[src/rtl/fifo_pkg.sv]
// Shared types and gray-code helpers for the async FIFO read and write controllers.
package fifo_pkg;

  // Helpers work on a wide word; callers zero-extend in and truncate back to their pointer width.
  localparam int unsigned GRAY_MAX_W = 32;

  // Encoding equals the number of words held in the output stage.
  typedef enum logic [1:0] {
    S_EMPTY = 2'd0,
    S_ONE   = 2'd1,
    S_TWO   = 2'd2
  } skid_state_e;

  function automatic logic [GRAY_MAX_W-1:0] bin2gray(input logic [GRAY_MAX_W-1:0] b);
    return b ^ (b >> 1);
  endfunction

  function automatic logic [GRAY_MAX_W-1:0] gray2bin(input logic [GRAY_MAX_W-1:0] g);
    logic [GRAY_MAX_W-1:0] b;
    b[GRAY_MAX_W-1] = g[GRAY_MAX_W-1];
    for (int i = GRAY_MAX_W - 2; i >= 0; i--) begin
      b[i] = b[i+1] ^ g[i];
    end
    return b;
  endfunction

endpackage

[src/rtl/fifo_skid_buf.sv]
// Two-entry first-word-fall-through output stage; head entry drives the stream.
module fifo_skid_buf
  import fifo_pkg::*;
#(
  parameter int unsigned DATA_WIDTH = 8
) (
  input  logic                  clk,
  input  logic                  reset_n,
  input  logic                  push,
  input  logic [DATA_WIDTH-1:0] data_in,
  input  logic                  pop,
  output logic                  valid,
  output logic [DATA_WIDTH-1:0] data,
  output logic [1:0]            cnt
);

  skid_state_e           state_q, state_d;
  logic [DATA_WIDTH-1:0] head_q, head_d;
  logic [DATA_WIDTH-1:0] tail_q, tail_d;
  logic                  pop_ok;

  always_comb begin
    state_d = state_q;
    head_d  = head_q;
    tail_d  = tail_q;
    pop_ok  = pop && (state_q != S_EMPTY);
    case (state_q)
      S_EMPTY: begin
        if (push) begin
          head_d  = data_in;
          state_d = S_ONE;
        end
      end
      S_ONE: begin
        if (push && pop_ok) begin
          head_d = data_in;
        end else if (push) begin
          tail_d  = data_in;
          state_d = S_TWO;
        end else if (pop_ok) begin
          state_d = S_EMPTY;
        end
      end
      S_TWO: begin
        // Parent never issues a read that could land here while full.
        if (pop_ok) begin
          head_d  = tail_q;
          state_d = S_ONE;
        end
      end
      default: state_d = S_EMPTY;
    endcase
  end

  always_ff @(posedge clk or negedge reset_n) begin
    if (!reset_n) begin
      state_q <= S_EMPTY;
      head_q  <= '0;
      tail_q  <= '0;
    end else begin
      state_q <= state_d;
      head_q  <= head_d;
      tail_q  <= tail_d;
    end
  end

  assign valid = (state_q != S_EMPTY);
  assign data  = head_q;
  assign cnt   = 2'(state_q);

endmodule

[src/rtl/fifo_rd_ctrl.sv]
// Read-domain controller of the async FIFO: read pointer, RAM read issue, FWFT stream output.
// Optional FIFO_ALMOST_EMPTY_EN adds ALMOST_EMPTY_THRESH and o_almost_empty.
module fifo_rd_ctrl
  import fifo_pkg::*;
#(
  parameter int unsigned ADDR_WIDTH = 4,
  parameter int unsigned DATA_WIDTH = 8
`ifdef FIFO_ALMOST_EMPTY_EN
  ,
  parameter int unsigned ALMOST_EMPTY_THRESH = 2
`endif
) (
  input  logic                  clk,
  input  logic                  reset_n,
  input  logic [ADDR_WIDTH:0]   i_wr_ptr_gray,
  output logic [ADDR_WIDTH:0]   o_rd_ptr_gray,
  output logic                  o_mem_ren,
  output logic [ADDR_WIDTH-1:0] o_mem_raddr,
  input  logic [DATA_WIDTH-1:0] i_mem_rdata,
  output logic [DATA_WIDTH-1:0] o_m_data,
  output logic                  o_m_valid,
  input  logic                  i_m_ready,
  output logic                  o_empty,
  output logic [ADDR_WIDTH:0]   o_rd_count
`ifdef FIFO_ALMOST_EMPTY_EN
  ,
  output logic                  o_almost_empty
`endif
);

  localparam int unsigned PTR_W = ADDR_WIDTH + 1;

  logic [PTR_W-1:0] rd_bin_q, rd_bin_d;
  logic [PTR_W-1:0] rd_gray_q, rd_gray_d;
  logic [PTR_W-1:0] wr_bin_q, wr_bin_d;
  logic             inflight_q, inflight_d;
  logic             ptr_empty;
  logic             pop;
  logic             ren;
  logic [1:0]       stage_cnt;
  logic [2:0]       occupancy;

  fifo_skid_buf #(
    .DATA_WIDTH (DATA_WIDTH)
  ) u_skid (
    .clk     (clk),
    .reset_n (reset_n),
    .push    (inflight_q),
    .data_in (i_mem_rdata),
    .pop     (pop),
    .valid   (o_m_valid),
    .data    (o_m_data),
    .cnt     (stage_cnt)
  );

  // Read issue: keep staged + in-flight words at most two after this cycle's pop.
  always_comb begin
    wr_bin_d   = PTR_W'(gray2bin(GRAY_MAX_W'(i_wr_ptr_gray)));
    ptr_empty  = (wr_bin_q == rd_bin_q);
    pop        = o_m_valid && i_m_ready;
    occupancy  = 3'(stage_cnt) + 3'(inflight_q) - 3'(pop);
    ren        = !ptr_empty && (occupancy < 3'd2);
    rd_bin_d   = rd_bin_q;
    rd_gray_d  = rd_gray_q;
    inflight_d = ren;
    if (ren) begin
      rd_bin_d  = rd_bin_q + PTR_W'(1);
      rd_gray_d = PTR_W'(bin2gray(GRAY_MAX_W'(rd_bin_d)));
    end
  end

  always_ff @(posedge clk or negedge reset_n) begin
    if (!reset_n) begin
      rd_bin_q   <= '0;
      rd_gray_q  <= '0;
      wr_bin_q   <= '0;
      inflight_q <= 1'b0;
    end else begin
      rd_bin_q   <= rd_bin_d;
      rd_gray_q  <= rd_gray_d;
      wr_bin_q   <= wr_bin_d;
      inflight_q <= inflight_d;
    end
  end

  assign o_rd_ptr_gray = rd_gray_q;
  assign o_mem_ren     = ren;
  assign o_mem_raddr   = rd_bin_q[ADDR_WIDTH-1:0];
  assign o_empty       = !o_m_valid;
  // Words unread in RAM plus those already fetched but not yet consumed.
  assign o_rd_count    = (wr_bin_q - rd_bin_q) + PTR_W'(inflight_q) + PTR_W'(stage_cnt);

`ifdef FIFO_ALMOST_EMPTY_EN
  assign o_almost_empty = (32'(o_rd_count) <= ALMOST_EMPTY_THRESH);
`endif

endmodule

[config.mk]
export PLATFORM = sky130hd
export DESIGN_NAME = fifo_rd_ctrl
export DESIGN_NICKNAME = d
export VERILOG_FILES = /design/src/rtl/fifo_pkg.sv /design/src/rtl/fifo_skid_buf.sv /design/src/rtl/fifo_rd_ctrl.sv
export SDC_FILE = /design/constraint.sdc
export NUM_CORES = 1
export LEC_CHECK = 0
export CORE_MARGIN = 2
export CORE_UTILIZATION = 30
export CTS_CLUSTER_DIAMETER = 200
export DETAILED_ROUTE_END_ITERATION = 10
export GPL_TIMING_DRIVEN = 0
export PLACE_DENSITY = 0.6
export SLEW_MARGIN = 20
export SYNTH_ARGS = -nofsm -noshare
export SYNTH_HDL_FRONTEND = slang
export SYNTH_SLANG_ARGS = --single-unit
[constraint.sdc]
create_clock -name clk -period 4.7 [get_ports clk]
set_input_delay 0.94 -clock clk [delete_from_list [all_inputs] [get_ports clk]]
set_output_delay 0.94 -clock clk [all_outputs]
set_load 0.05 [all_outputs]
# Word-level counts from Yosys, hierarchy flattened
# Cells that the tools add are included.
dict set report word_totals {
  register_bits 34
  input_bits 16
  out_inout_bits 25
  word_cells 50
}
dict set report classes {
  add_sub_neg 6
  order_cmp 1
  n_eq_ne 8
  mux 10
  n_bitwise 6
  reduce_logical 12
}
# op count
set ops {}
lappend ops {{$mux 8} 3}
lappend ops {{$pmux 8 s3} 1}
lappend ops {{$mux 2} 5}
lappend ops {{$reduce_and 4->1} 2}
lappend ops {{$pmux 2 s3} 1}
lappend ops {{$add 5x1->5} 1}
lappend ops {{$add 5x1->5 const B} 1}
lappend ops {{$add 5x2->5} 1}
lappend ops {{$eq 5x5->1} 1}
lappend ops {{$sub 5x5->5} 1}
lappend ops {{$xor 5x4->5} 1}
lappend ops {{$logic_and 1x1->1} 4}
lappend ops {{$ne 2x1->1 const B} 2}
lappend ops {{$ne 2x2->1 const B} 2}
lappend ops {{$xor 1x1->1} 4}
lappend ops {{$add 2x1->3} 1}
lappend ops {{$lt 3x2->1 const B} 1}
lappend ops {{$ne 3x2->1 const B} 1}
lappend ops {{$reduce_and 3->1} 1}
lappend ops {{$reduce_bool 3->1} 1}
lappend ops {{$sub 3x1->3} 1}
lappend ops {{$eq 2x1->1 const B} 1}
lappend ops {{$eq 2x2->1 const B} 1}
lappend ops {{$logic_not 1->1} 2}
lappend ops {{other kinds (3)} 3}

# Logic depth before layout (Yosys ltp)
dict set report logic_depth {
  ltp_word 7
  depth_mapped 13
  depth_no_buf 12
}

# Hierarchy
# A second synthesis with hierarchy kept.
dict set report unflattened {
  hier_cells 161
  area_unflattened_um2 1968.1
}
# mod n_inst cells_each area_each_um2 seq_area_each_um2
set by_module_without_submodules {}
lappend by_module_without_submodules {fifo_rd_ctrl 1 104 1104.8 375.4}
lappend by_module_without_submodules {fifo_skid_buf 1 57 863.3 450.4}

# Least setup slack after synthesis
# Ideal clock, no wire load.
dict set report synth_timing {
  kind {reg-to-output}
  startpoint {register u_skid.state_q[0] (netlist: u_skid.cnt[0])}
  endpoint {output o_mem_ren}
  t_arrival_ns 2.972
  required_ns 3.760
  path_slack_ns 0.788
  path_stages_with_launch 12
  n_path_buf 1
  cell_sequence {dfrtp_1 inv_1 nand2_1 inv_1 nor2b_1 ha_1 nand2b_1 fa_1 xnor2_1 nand2_1 o21ba_1 buf_6}
}
dict set report synth_between {
  elab_chain_len 5
  elab_cells_between_ends 6
  cone_classes {2 x add/sub; 1 x order compare; 3 x reduce/logical}
}
# item line_no
set synth_lines {}
lappend synth_lines {{from (decl)} fifo_skid_buf.sv:17} ;# skid_state_e state_q, state_d;
lappend synth_lines {{from (signal assigned)} fifo_skid_buf.sv:61} ;# state_q <= state_d;
lappend synth_lines {{$reduce_bool 2->1} fifo_skid_buf.sv:67} ;# assign valid = (state_q != S_EMPTY);
lappend synth_lines {{named net o_m_valid} fifo_rd_ctrl.sv:21} ;# output logic o_m_valid,
lappend synth_lines {{$logic_and 1x1->1} fifo_rd_ctrl.sv:60} ;# pop = o_m_valid && i_m_ready;
lappend synth_lines {{$sub 3x1->3} fifo_rd_ctrl.sv:61} ;# occupancy = 3'(stage_cnt) + 3'(inflight_q) - 3'(pop);
lappend synth_lines {{$lt 3x2->1} fifo_rd_ctrl.sv:62} ;# ren = !ptr_empty && (occupancy < 3'd2);
lappend synth_lines {{$logic_and 1x1->1} fifo_rd_ctrl.sv:62}
lappend synth_lines {{to (decl)} fifo_rd_ctrl.sv:17} ;# output logic o_mem_ren,
# The timed path passes the listed nets, and every way through them passes these cells.

# Worst setup path after layout
dict set report layout_timing {
  startpoint {input i_m_ready}
  endpoint {output o_mem_ren}
}
dict set report layout_between {
  elab_chain_len 4
}
# item line_no
set layout_lines {}
lappend layout_lines {{from (decl)} fifo_rd_ctrl.sv:22} ;# input logic i_m_ready,
lappend layout_lines {{$logic_and 1x1->1} fifo_rd_ctrl.sv:60}
lappend layout_lines {{$sub 3x1->3} fifo_rd_ctrl.sv:61}
lappend layout_lines {{$lt 3x2->1} fifo_rd_ctrl.sv:62}
lappend layout_lines {{$logic_and 1x1->1} fifo_rd_ctrl.sv:62}
# No other way between the ends.

==> impl_metrics.tcl <==
set metrics [dict create \
    synthMuxAreaShare_pct 12.37 \
    yosysTopAreaCell "dfrtp_1" \
    area_growth_pct 31.58 \
    crit_fanout 10 \
    period_needed_ps 4473 \
    grt.total_usage_pct 11.47 \
    cts-root-buf "clkbuf_8" \
    grt_pass1_wl_um 5713 \
    vias 1272 \
    die_height_um 82.12 \
    syn_avg_cell_area_um2 11.09 \
    cap_violations 0 \
    drive_above_1_share_pct 13.21 \
    drt_wl_total_um 3556 \
    h-tree-depth 2 \
    final_util_pct 40.68 \
    insertion_delay_ps 280 \
    synthSimpleGateAreaFrac_pct 9.023 \
    cp-startpoint "i_m_ready" \
    cts_tree "done" \
    antenna_left 0 \
    wire_per_inst_um 12.39 \
    rsz0062_at_grt "false" \
    synthesis.nets 194 \
    ys_seq_area_share_pct 45.11 \
    ctsHoldBuffers 0 \
    critPathKind "primary input to output port" \
    start_util_pct 30.92 \
    drcViolationCount 0 \
    r2r-start "u_skid.cnt[1]" \
    relSlewSlack_pct 51.73 \
    grt_max_degree 28 \
    drtIter0Drc 61 \
    drv_slew 0 \
    ios 41 \
    first_global_vias 1214 \
    hpwl_um 2711 \
    synth_edf_count 0 \
    setup_slack_ps 226.8 \
    netlist.area_leader.share_pct 45.11 \
    status "completed" \
    synth_area_leaders "dfrtp_1 45%, xnor2_1 6.2%, ha_1 6.2%" \
    antenna_found_initial 0 \
    synth_top_family_by_area "multiplexers" \
    nets 242 \
    fin_crit_sh_pct 95.17 \
    final_hold_viol_count 0 \
    row_count 28 \
    required_ps 3760 \
    synth_compound_area_share_pct 8.339 \
    synth_cells 165 \
    syn-cell-area_mm2 0.001831 \
    die_area_mm2 0.006743 \
    ys.flop_type "dfrtp_1" \
    dr.pass1.iters 4 \
    core_mm2 0.005921 \
    fin_tns_setup_ps 0 \
    grt-ovfl-total 0 \
    synth_fa_ha_area_share_pct 10.53 \
    die_w_um 82.12 \
    final_cell_mix "38 x clkdlybuf4s50_1, 33 x dfrtp_1, 16 x inv_1, 13 x xnor2_1, 13 x nor2_1" \
    async_flop_share_pct 100.0 \
    numClockSinks 33 \
    place_congestion 0.7268 \
    setup_viol 0 \
    hold_ws_ps 501.4 \
    nFillCells 586 \
    cts-buffers-inserted 5 \
    clk_transition_reported_paths_ps 70 \
    final_common_cell "clkdlybuf4s50_1" \
    antenna_cells 0 \
    synth_seq_cells 33 \
    vias_per_cell 4.432 \
    post_cts_buffers 0 \
    cts_buffer_depth 2 \
    worstSetupStartpointType "primary input" \
    hold_class "primary input to asynchronous set/reset pin" \
    yosys_warnings 0 \
    place_ws_ps -359.5 \
    cp.arrival_ps 3530 \
    synth_xor_area_share_pct 9.569 \
    finClkSkew_ps 5.242 \
    port_buffers 40 \
    fmax_mhz 223.6 \
    setup.worst_path.end_class "output port" \
    synth_cell_types 33 \
    worst_pin_slew_ps 720.1 \
]
[final cells by class]
class	instances	area, µm²	share of cell area, %
plain buffers	5	32.53	1.351
clock buffers	5	68.82	2.857
clock inverters	1	5.005	0.2078
inverters	16	60.06	2.494
multi-input cells	111	912.1	37.87
flip-flops and latches	33	825.8	34.29
well taps	75	93.84	3.896
repair buffers	41	410.4	17.04
[sequential cells by signal, summed over array words and instances, names as in the netlist]
register	flops
inflight_q	1
o_rd_ptr_gray	4
rd_bin_q	5
u_skid.cnt	2
u_skid.data	8
u_skid.tail_q	8
wr_bin_q	5
[worst max-delay path, cell delays in order]
cell	delay [ps]
clkdlybuf4s50_1	560
nor2b_1	180
ha_1	230
nand2b_1	150
fa_1	380
xnor2_1	230
nand2_1	160
o21ba_1	260
buf_6	150
buf_2	280
[per-stage QoR]
| step | cells | area, µm² |
|---|---|---|
| finish | 287 | 2409 |
| global route | 287 | 2409 |
| CTS | 287 | 2415 |
| detailed placement | 281 | 2340 |
| global placement | 280 | 2325 |
| floorplan | 165 | 1831 |
[cells in the mapped netlist, types with 5 or more instances]
cell type and n:
dfrtp_1 33, inv_1 16, nor2_1 13, xnor2_1 13
a21oi_1 12, ha_1 9, mux2_2 9, mux2i_1 8
xor2_1 7, nand2_1 6, nand3_1 5
[path summary, 6_finish.rpt]
check / slack [ps] / endpoint / depth (start not counted)
worst min-delay path: 500 / o_rd_ptr_gray[1] / 1
worst max register to register: 1840 / o_rd_ptr_gray[0] / 12
worst min register to register: 510 / u_skid.tail_q[5] / 1
worst max-delay path: 230 / o_mem_ren / 10
min in group clk: 510 / u_skid.tail_q[5] / 1
max in group asynchronous: 3790 / u_skid.tail_q[4] / 2
[cells by family (layout without fill, tap and decap cells)]
kind of cell             Yosys count  after routing
multiplexers                      20             20
AO/OA/AOI/OAI                     24             24
AND/OR/NAND/NOR                   34             34
XOR/XNOR                          20             20
adder cells (fa/ha/maj)           13             13
buffers and inverters             21             68
flip-flops                        33             33
[per-layer routing]
layer | vias up | global-route usage, % | part of all wire, %
li1 | 639 | - | -
met1 | 604 | 16.45 | 50
met2 | 24 | 16.42 | 45
met3 | 5 | 2.717 | 3.3
met4 | 0 | 5.000 | 1.9
met5 | - | 0 | 0
[what timing repair did]
item / CTS / global route
endpoints found under the setup margin: 1 / 1
resized for setup: 3 / 2
cloned: 0 / 0
Power is left out: the tool's default activity adds up to more than one toggle a clock period on the data nets, which glitch-free logic cannot reach.
